`src/rtl/pc_sequencer.sv`:
```
// Program-counter controller: fetches over a req/ack handshake, then picks the next PC
// from the decoder verdict (seq / branch / jump / call / return) with a small return stack.
module pc_sequencer #(
  parameter int              ADDR_W      = 12,
  parameter int              DISP_W      = 8,
  parameter int              STACK_DEPTH = 4,
  parameter logic [ADDR_W-1:0] RESET_ADDR = 12'h000
) (
  input  logic              clk,
  input  logic              rst_n,
  output logic              imem_req,
  output logic [ADDR_W-1:0] imem_addr,
  input  logic              imem_ack,
  input  logic              ctrl_valid,
  input  logic [2:0]        ctrl_op,
  input  logic              br_taken,
  input  logic [DISP_W-1:0] br_disp,
  input  logic [ADDR_W-1:0] jmp_addr,
  output logic [ADDR_W-1:0] pc,
  output logic              halted,
  output logic              stack_err
);

  localparam int IDX_W = $clog2(STACK_DEPTH);
  localparam int SP_W  = IDX_W + 1;
  localparam logic [SP_W-1:0] SP_FULL = SP_W'(STACK_DEPTH);

  localparam logic [2:0] OP_BR   = 3'd1;
  localparam logic [2:0] OP_JMP  = 3'd2;
  localparam logic [2:0] OP_CALL = 3'd3;
  localparam logic [2:0] OP_RET  = 3'd4;
  localparam logic [2:0] OP_HALT = 3'd5;

  typedef enum logic [1:0] {ST_FETCH, ST_EXEC, ST_HALT} state_t;

  state_t            state, state_nxt;
  logic              req, req_nxt;
  logic [ADDR_W-1:0] pc_nxt;
  logic [SP_W-1:0]   sp;
  logic [ADDR_W-1:0] stack [STACK_DEPTH];
  logic              push, pop, err_set;
  logic [ADDR_W-1:0] seq_pc, rel_pc, top;

  assign seq_pc = pc + ADDR_W'(1);
  assign rel_pc = seq_pc + {{(ADDR_W-DISP_W){br_disp[DISP_W-1]}}, br_disp};
  assign top    = stack[IDX_W'(sp - SP_W'(1))];

  assign imem_req  = req;
  assign imem_addr = pc;
  assign halted    = (state == ST_HALT);

  always_comb begin
    state_nxt = state;
    req_nxt   = req;
    pc_nxt    = pc;
    push      = 1'b0;
    pop       = 1'b0;
    err_set   = 1'b0;
    case (state)
      ST_FETCH: begin
        // req rises one cycle after entering FETCH from reset; acks only count while req is up
        if (!req) begin
          req_nxt = 1'b1;
        end else if (imem_ack) begin
          req_nxt   = 1'b0;
          state_nxt = ST_EXEC;
        end
      end
      ST_EXEC: begin
        if (ctrl_valid) begin
          state_nxt = ST_FETCH;
          req_nxt   = 1'b1;
          case (ctrl_op)
            OP_BR:   pc_nxt = br_taken ? rel_pc : seq_pc;
            OP_JMP:  pc_nxt = jmp_addr;
            OP_CALL: begin
              if (sp == SP_FULL) begin
                err_set = 1'b1;
              end else begin
                push   = 1'b1;
                pc_nxt = rel_pc;
              end
            end
            OP_RET: begin
              if (sp == '0) begin
                err_set = 1'b1;
              end else begin
                pop    = 1'b1;
                pc_nxt = top;
              end
            end
            OP_HALT: state_nxt = ST_HALT;
            default: pc_nxt = seq_pc;
          endcase
          if (err_set) state_nxt = ST_HALT;
          if (state_nxt == ST_HALT) req_nxt = 1'b0;
        end
      end
      default: ;
    endcase
  end

  always_ff @(posedge clk or negedge rst_n) begin
    if (!rst_n) begin
      state     <= ST_FETCH;
      req       <= 1'b0;
      pc        <= RESET_ADDR;
      sp        <= '0;
      stack_err <= 1'b0;
      for (int i = 0; i < STACK_DEPTH; i++) stack[i] <= '0;
    end else begin
      state <= state_nxt;
      req   <= req_nxt;
      pc    <= pc_nxt;
      if (err_set) stack_err <= 1'b1;
      if (push) begin
        stack[IDX_W'(sp)] <= seq_pc;
        sp                <= sp + SP_W'(1);
      end else if (pop) begin
        sp <= sp - SP_W'(1);
      end
    end
  end

endmodule

```
`config.mk`:
```
export PLATFORM = sky130hd
export DESIGN_NAME = pc_sequencer
export DESIGN_NICKNAME = d
export VERILOG_FILES = /design/src/rtl/pc_sequencer.sv
export SDC_FILE = /design/constraint.sdc
export NUM_CORES = 1
export LEC_CHECK = 0
export CAP_MARGIN = 30
export CORE_MARGIN = 10
export CORE_UTILIZATION = 60
export CTS_CLUSTER_DIAMETER = 150
export DETAILED_ROUTE_END_ITERATION = 10
export PLACE_DENSITY = 0.94
export SLEW_MARGIN = 25
export SYNTH_ARGS = -nofsm -noshare
export SYNTH_HDL_FRONTEND = slang
export SYNTH_SLANG_ARGS = --single-unit
```
`constraint.sdc`:
```
create_clock -name clk -period 7.3 [get_ports clk]
set_input_delay 1.46 -clock clk [delete_from_list [all_inputs] [get_ports clk]]
set_output_delay 1.46 -clock clk [all_outputs]
set_load 0.02 [all_outputs]
```
==> impl_metrics.json, run 1 <==
{
  "outcome": "finished clean",
  "crit_path_end_kind": "register",
  "synth_commonest_cells": "dfrtp_1 (67), o21ai_0 (51), nand2_1 (50)",
  "syn_nets": 465,
  "port-buffer-count": 54,
  "power_leakage_nw": 2.094,
  "die_area_mm2": 0.01054,
  "drtPass1Iterations": 6,
  "nNetsFinal": 501,
  "routedWlPerCell_um": 19.72,
  "dp.final_hpwl_um": 7256,
  "grt_pass1_vias": 3569,
  "p_seq_share_pct": 31.7,
  "die_h_um": 102.7,
  "finalMaxSlewViolations": 0,
  "cts-resized-gates": 0,
  "start_kind": "input port",
  "track_usage_pct": 21.05,
  "row_count": 30,
  "vias_per_cell": 6.444,
  "synth_edf_count": 0,
  "antenna_found_initial": 0,
  "slew_headroom_pct": 39.42,
  "arrival_ps": 3890,
  "htreeDepth": 3,
  "cts_setup_buffers": 0,
  "ys_types": 59,
  "synthTopCellsByArea": "dfrtp_1 (41%), o21ai_0 (6.2%), ha_1 (5.5%)",
  "syn_area_mm2": 0.004099,
  "powerDensity_mw_per_mm2": 418.8,
  "postSynthAreaPerCell_um2": 9.806,
  "layout-drive-gt1-share_pct": 9.607,
  "setup_viol": 0,
  "yosysMostFrequentCell": "dfrtp_1",
  "comb_power_share_pct": 49.6,
  "drt_iter0_drc": 387,
  "n_antenna_cell": 0,
  "worst_slew_pin_slew_ps": 908.8,
  "core-area_mm2": 0.006719,
  "area_growth_pct": 16.73,
  "ys_seq_area_share_pct": 40.90,
  "p_int_w": 0.001156,
  "cts.clk_slew.worst_paths_ps": 80,
  "grt_max_degree": 68,
  "cts-buffers-inserted": 9,
  "boundaryPins": 55,
  "pwr-share-clk_pct": 18.7,
  "min_path_type": "register to register",
  "fin_util_pct": 71.21,
  "worst-path-max-fanout": 3,
  "synth_cells": 418,
  "fmax_ghz": 0.2744,
  "clock_sinks": 67,
  "p_sw_w": 0.0008476,
  "worstPathRequired_ps": 7550,
  "postCtsHoldBufs": 0,
  "drc_errors": 0,
  "cts_buffer_depth": 2,
  "rrSetupSlack_ps": 3760,
  "ys_ff_latch": 67,
  "fin_tns_setup_ps": 0,
  "tritoncts": "built",
  "insertion_delay_ps": 350,
  "crit_type": "input port to register",
  "drv_cap": 0,
  "async_flop_share_pct": 100.0,
  "start_util_pct": 61.01,
  "cts_root_buffer": "clkbuf_8",
  "sw_frac_of_total_pct": 42.30,
  "synthDominantCellAreaShare_pct": 40.90,
  "wirelength_um": 10610,
  "skew_ps": 9.873,
  "die_w_um": 102.7,
  "post-route-period-util_pct": 49.92,
  "ant_nets": 0,
  "gp_congestion": 0.9769,
  "grt-ovfl-total": 0,
  "rsz0062_at_grt": "no",
  "yosysWarnings": 0,
  "synth_top_area_cell": "dfrtp_1",
  "hold_viol": 0,
  "vias": 3467,
  "period_needed_ps": 3644,
  "ys.flop_type": "dfrtp_1",
  "ir_drop_mv": 0.1264,
  "grt_pass1_wl_um": 17490
}
==> power by group through the flow <==
stage                     logic (W)  clock network, W  registers, W
after floorplan            0.000688                 0      0.000619
after global placement     0.000930                 0      0.000624
after detailed placement   0.000964                 0      0.000637
after CTS                  0.000981          0.000376      0.000631
after global routing        0.00108          0.000396      0.000653
final                      0.000993          0.000375      0.000636
==> critical path, stage by stage <==
cell             delay, ps
clkdlybuf4s50_1        410
ha_1                   230
fa_1                   430
a211oi_1               310
o21bai_1               130
a2111oi_0              420
nor3_1                 130
xnor2_1                160
o31ai_1                220
==> sequential cells by signal, indices dropped and copies added (netlist names) <==
signal     cells
stack         48
imem_addr     12
sp             3
state          2
imem_req       1
stack_err      1
==> cells by family (layout without fill, tap and decap cells) <==
family | Yosys count | count (layout) | synth area share, %
buf+inv | 48 | 88 | 6.624
compound gates | 126 | 126 | 18.59
mux | 17 | 17 | 8.303
simple gates | 118 | 118 | 14.04
fa+ha+maj | 19 | 19 | 5.983
xor+xnor | 23 | 23 | 5.556
flops | 67 | 67 | 40.90
==> cells in the final DEF (no fill, tap or decap), types with 3 or more instances in the layout <==
master and n:
nand4_1 3, dfrtp_1 67, a21oi_1 28, a22oi_1 8
mux4_1 3, o21ai_0 50, clkbuf_8 9, and3_1 4
o21ai_1 10, nor2_1 26, bufinv_16 3, nor3_1 7
xor2_1 12, nor2b_1 3, nand2_1 50, mux2_2 3
mux4_2 9, ha_1 18, clkdlybuf4s50_1 53, a21o_1 4
buf_4 3, xnor2_1 9, a222oi_1 3, inv_1 16
nand3_1 7, nand2b_1 6
==> metrics by stage <==
step / power (W) / instances / setup slack (ps) / hold WS (ps) / area, µm²
after floorplan: 0.001307 / 418 / 3940 / 441.6 / 4099
after detailed placement: 0.001601 / 523 / 3307 / 462.9 / 4546
after global placement: 0.001553 / 523 / 3398 / 454.1 / 4546
after CTS: 0.001988 / 538 / 3651 / 480.7 / 4785
final: 0.002004 / 538 / 3656 / 479.5 / 4785
after global routing: 0.002126 / 538 / 3454 / 494.1 / 4785
==> final timing paths <==
check,start,endpoint,cells after the start
min reg2reg,stack_err,stack_err,1
min in group asynchronous,rst_n,imem_addr[10],2
max,br_disp[0],imem_addr[8],9
max in group asynchronous,rst_n,imem_addr[6],2
max reg2reg,imem_addr[0],imem_addr[11],11
min,stack_err,stack_err,1
==> layer usage <==
metal / GRT usage [%] / vias up / routed length (µm)
li1: - / 1560 / -
met3: 4.491 / 34 / 877
met5: 0 / - / 0
met2: 35.87 / 170 / 5266
met1: 24.48 / 1703 / 4108
met4: 10.63 / 0 / 361
==> cell type report <==
cell class / instances / area [µm²]
clock buffer: 9 / 123.9
clock inverter: 6 / 115.1
fill: 425 / 1934
inverter: 16 / 60.06
multi-input combinational: 303 / 2151
sequential: 67 / 1677
tap: 80 / 100.1
timing repair buffer: 57 / 558.0
Power figures use the tool's default switching activity.
==> run 2, diff against run 1 <==
--- a/config.mk
+++ b/config.mk
@@ -7,10 +7,10 @@
 export LEC_CHECK = 0
 export CAP_MARGIN = 30
 export CORE_MARGIN = 10
-export CORE_UTILIZATION = 60
+export CORE_UTILIZATION = 56
 export CTS_CLUSTER_DIAMETER = 150
 export DETAILED_ROUTE_END_ITERATION = 10
-export PLACE_DENSITY = 0.94
+export PLACE_DENSITY = 0.89
 export SLEW_MARGIN = 25
 export SYNTH_ARGS = -nofsm -noshare
 export SYNTH_HDL_FRONTEND = slang
==> constraint.sdc (replaced) <==
create_clock -name clk -period 3.6 [get_ports clk]
set_input_delay 0.72 -clock clk [delete_from_list [all_inputs] [get_ports clk]]
set_output_delay 0.72 -clock clk [all_outputs]
set_load 0.02 [all_outputs]
==> impl_metrics.json, run 2 (synthesized netlist as in run 1, its figures left out) <==
{
  "outcome": "finished clean",
  "ir_drop_mv": 0.3200,
  "fmax_ghz": 0.2993,
  "clock_sinks": 67,
  "p_int_w": 0.002255,
  "track_usage_pct": 19.41,
  "wirelength_um": 10650,
  "setup.worst_path.start": "imem_addr[1]",
  "fin_util_pct": 67.17,
  "n_antenna_cell": 0,
  "worst_path_most_repeated_cell": "ha_1",
  "route.met3.wl_um": 709,
  "insertion_delay_ps": 350,
  "regArea_mm2": 0.001677,
  "worstPathRequired_ps": 3840,
  "crit_path_cell_trace": "ha_1, nand3_1, xor2_1, inv_1, ha_1, o21ai_0, a21oi_1, a2111oi_0, nor3_1, xnor2_1, o21ba_1",
  "drtPass1Iterations": 6,
  "core-area_mm2": 0.007176,
  "min_path_type": "input port to asynchronous set/reset pin",
  "largest-register": "stack",
  "period_needed_ps": 3341,
  "wl_met2_um": 5166,
  "pwr-share-clk_pct": 16.6,
  "die_h_um": 105.6,
  "vias_per_cell": 6.100,
  "row_count": 31,
  "die_w_um": 105.6,
  "cts.clk_slew.worst_paths_ps": 80,
  "gp_congestion": 0.9592,
  "p_seq_share_pct": 30.8,
  "slew_headroom_pct": 44.94,
  "r2r_start": "imem_addr[1]",
  "crit_path_end_kind": "register",
  "grt_max_degree": 50,
  "vias": 3428,
  "worst_slew_pin_slew_ps": 820.4,
  "post-route-period-util_pct": 92.80,
  "tritoncts": "built",
  "skew_ps": 9.599,
  "power_leakage_nw": 2.108,
  "port-buffer-count": 54,
  "ant_nets": 0,
  "final_cell_mix": "dfrtp_1 (67), clkdlybuf4s50_1 (53), nand2_1 (50), o21ai_0 (50), a21oi_1 (28)",
  "die_area_mm2": 0.01114,
  "start_kind": "register",
  "drv_cap": 0,
  "htreeDepth": 3,
  "drt_iter0_drc": 209,
  "placed_cells": 546,
  "boundaryPins": 55,
  "grt-ovfl-total": 0,
  "sw_frac_of_total_pct": 43.18,
  "cts_root_buffer": "clkbuf_8",
  "fin_cells": 562,
  "multi_input_area_mm2": 0.002158,
  "rsz0062_at_grt": "no",
  "slowest_stage": "dfrtp_1",
  "cts_buffer_depth": 2,
  "postCtsHoldBufs": 0,
  "finalMaxSlewViolations": 0,
  "antenna_found_initial": 0,
  "crit_type": "register to register",
  "cts-buffers-inserted": 9,
  "grt_pass1_wl_um": 17620,
  "fillers": 513,
  "worst-path-max-fanout": 9,
  "critPathMaxStageDelay_ps": 510,
  "wl_met1_um": 4368,
  "nNetsFinal": 505,
  "arrival_ps": 3580,
  "grt_pass1_vias": 3561,
  "area_growth_pct": 17.58,
  "routedWlPerCell_um": 18.95,
  "layout-drive-gt1-share_pct": 10.80,
  "hold_viol": 0,
  "largest_reg_flops": 48,
  "p_sw_w": 0.001713,
  "dr.max_layer_used": "met4",
  "drc_errors": 0,
  "start_util_pct": 57.12,
  "p_total_w": 0.003968,
  "comb_power_share_pct": 52.6,
  "mostFrequentLayoutCell": "dfrtp_1",
  "fin_tns_setup_ps": 0,
  "powerDensity_mw_per_mm2": 823.3,
  "dp.final_hpwl_um": 7659,
  "setup_viol": 0
}
==> run 2: path summary, 6_finish.rpt <==
kind                            endpoint  slack, ps  depth (start not counted)
min                             imem_req        380                          1
max                        imem_addr[11]        260                         11
max reg2reg                imem_addr[11]        260                         11
max in group asynchronous   imem_addr[3]       2490                          2
min reg2reg                    stack_err        480                          1
min in group clk               stack_err        480                          1
==> run 2: metrics by stage <==
stage               worst slack (ps)  area, µm²  hold slack, ps
global route                   5.607       4820           424.9
CTS                            424.4       4812           403.4
global placement               361.3       4599           454.2
floorplan                      751.8       4099           424.4
finish                         259.3       4820           384.8
detailed placement             355.8       4602           463.4
==> run 2: timing repair <==
item / CTS / global route
buffers inserted: 0 / 0
setup endpoints to repair: 0 / 1
endpoints found under the hold margin: 0 / 0
resized for setup: 0 / 1
==> run 2: worst max-delay path, delay by kind of cell, from the launching register on <==
| kind | cells | cell delay [ps] |
|---|---|---|
| and+or+nand+nor | 2 | 270 |
| AOI/OAI and AO/OA | 4 | 1090 |
| DFF | 1 | 510 |
| adders and majority gates | 2 | 690 |
| xor gates and xnor gates | 2 | 570 |
| buffers and inverters | 1 | 90 |
==> run 2: per-layer routing <==
| layer | up-vias | global-route usage [%] |
|---|---|---|
| met2 | 165 | 31.24 |
| met5 | - | 0 |
| met4 | 0 | 10.54 |
| li1 | 1570 | - |
| met3 | 38 | 4.385 |
| met1 | 1655 | 23.76 |
==> run 2: final cells by class <==
type	count	share of cell area, %
multi-input combinational	303	44.78
sequential	67	34.79
timing repair buffer	61	12.25
clock buffer	10	2.856
tap	99	2.570
clock inverter	6	1.506
inverter	16	1.246
==> run 2: power by group through the flow <==
stage | sequential (W) | clock, W | combinational (W)
CTS | 0.00122 | 0.000664 | 0.00207
floorplan | 0.00126 | 0 | 0.00139
global route | 0.00126 | 0.000696 | 0.00228
detailed placement | 0.00122 | 0 | 0.00205
finish | 0.00122 | 0.000657 | 0.00209
global placement | 0.00120 | 0 | 0.00199
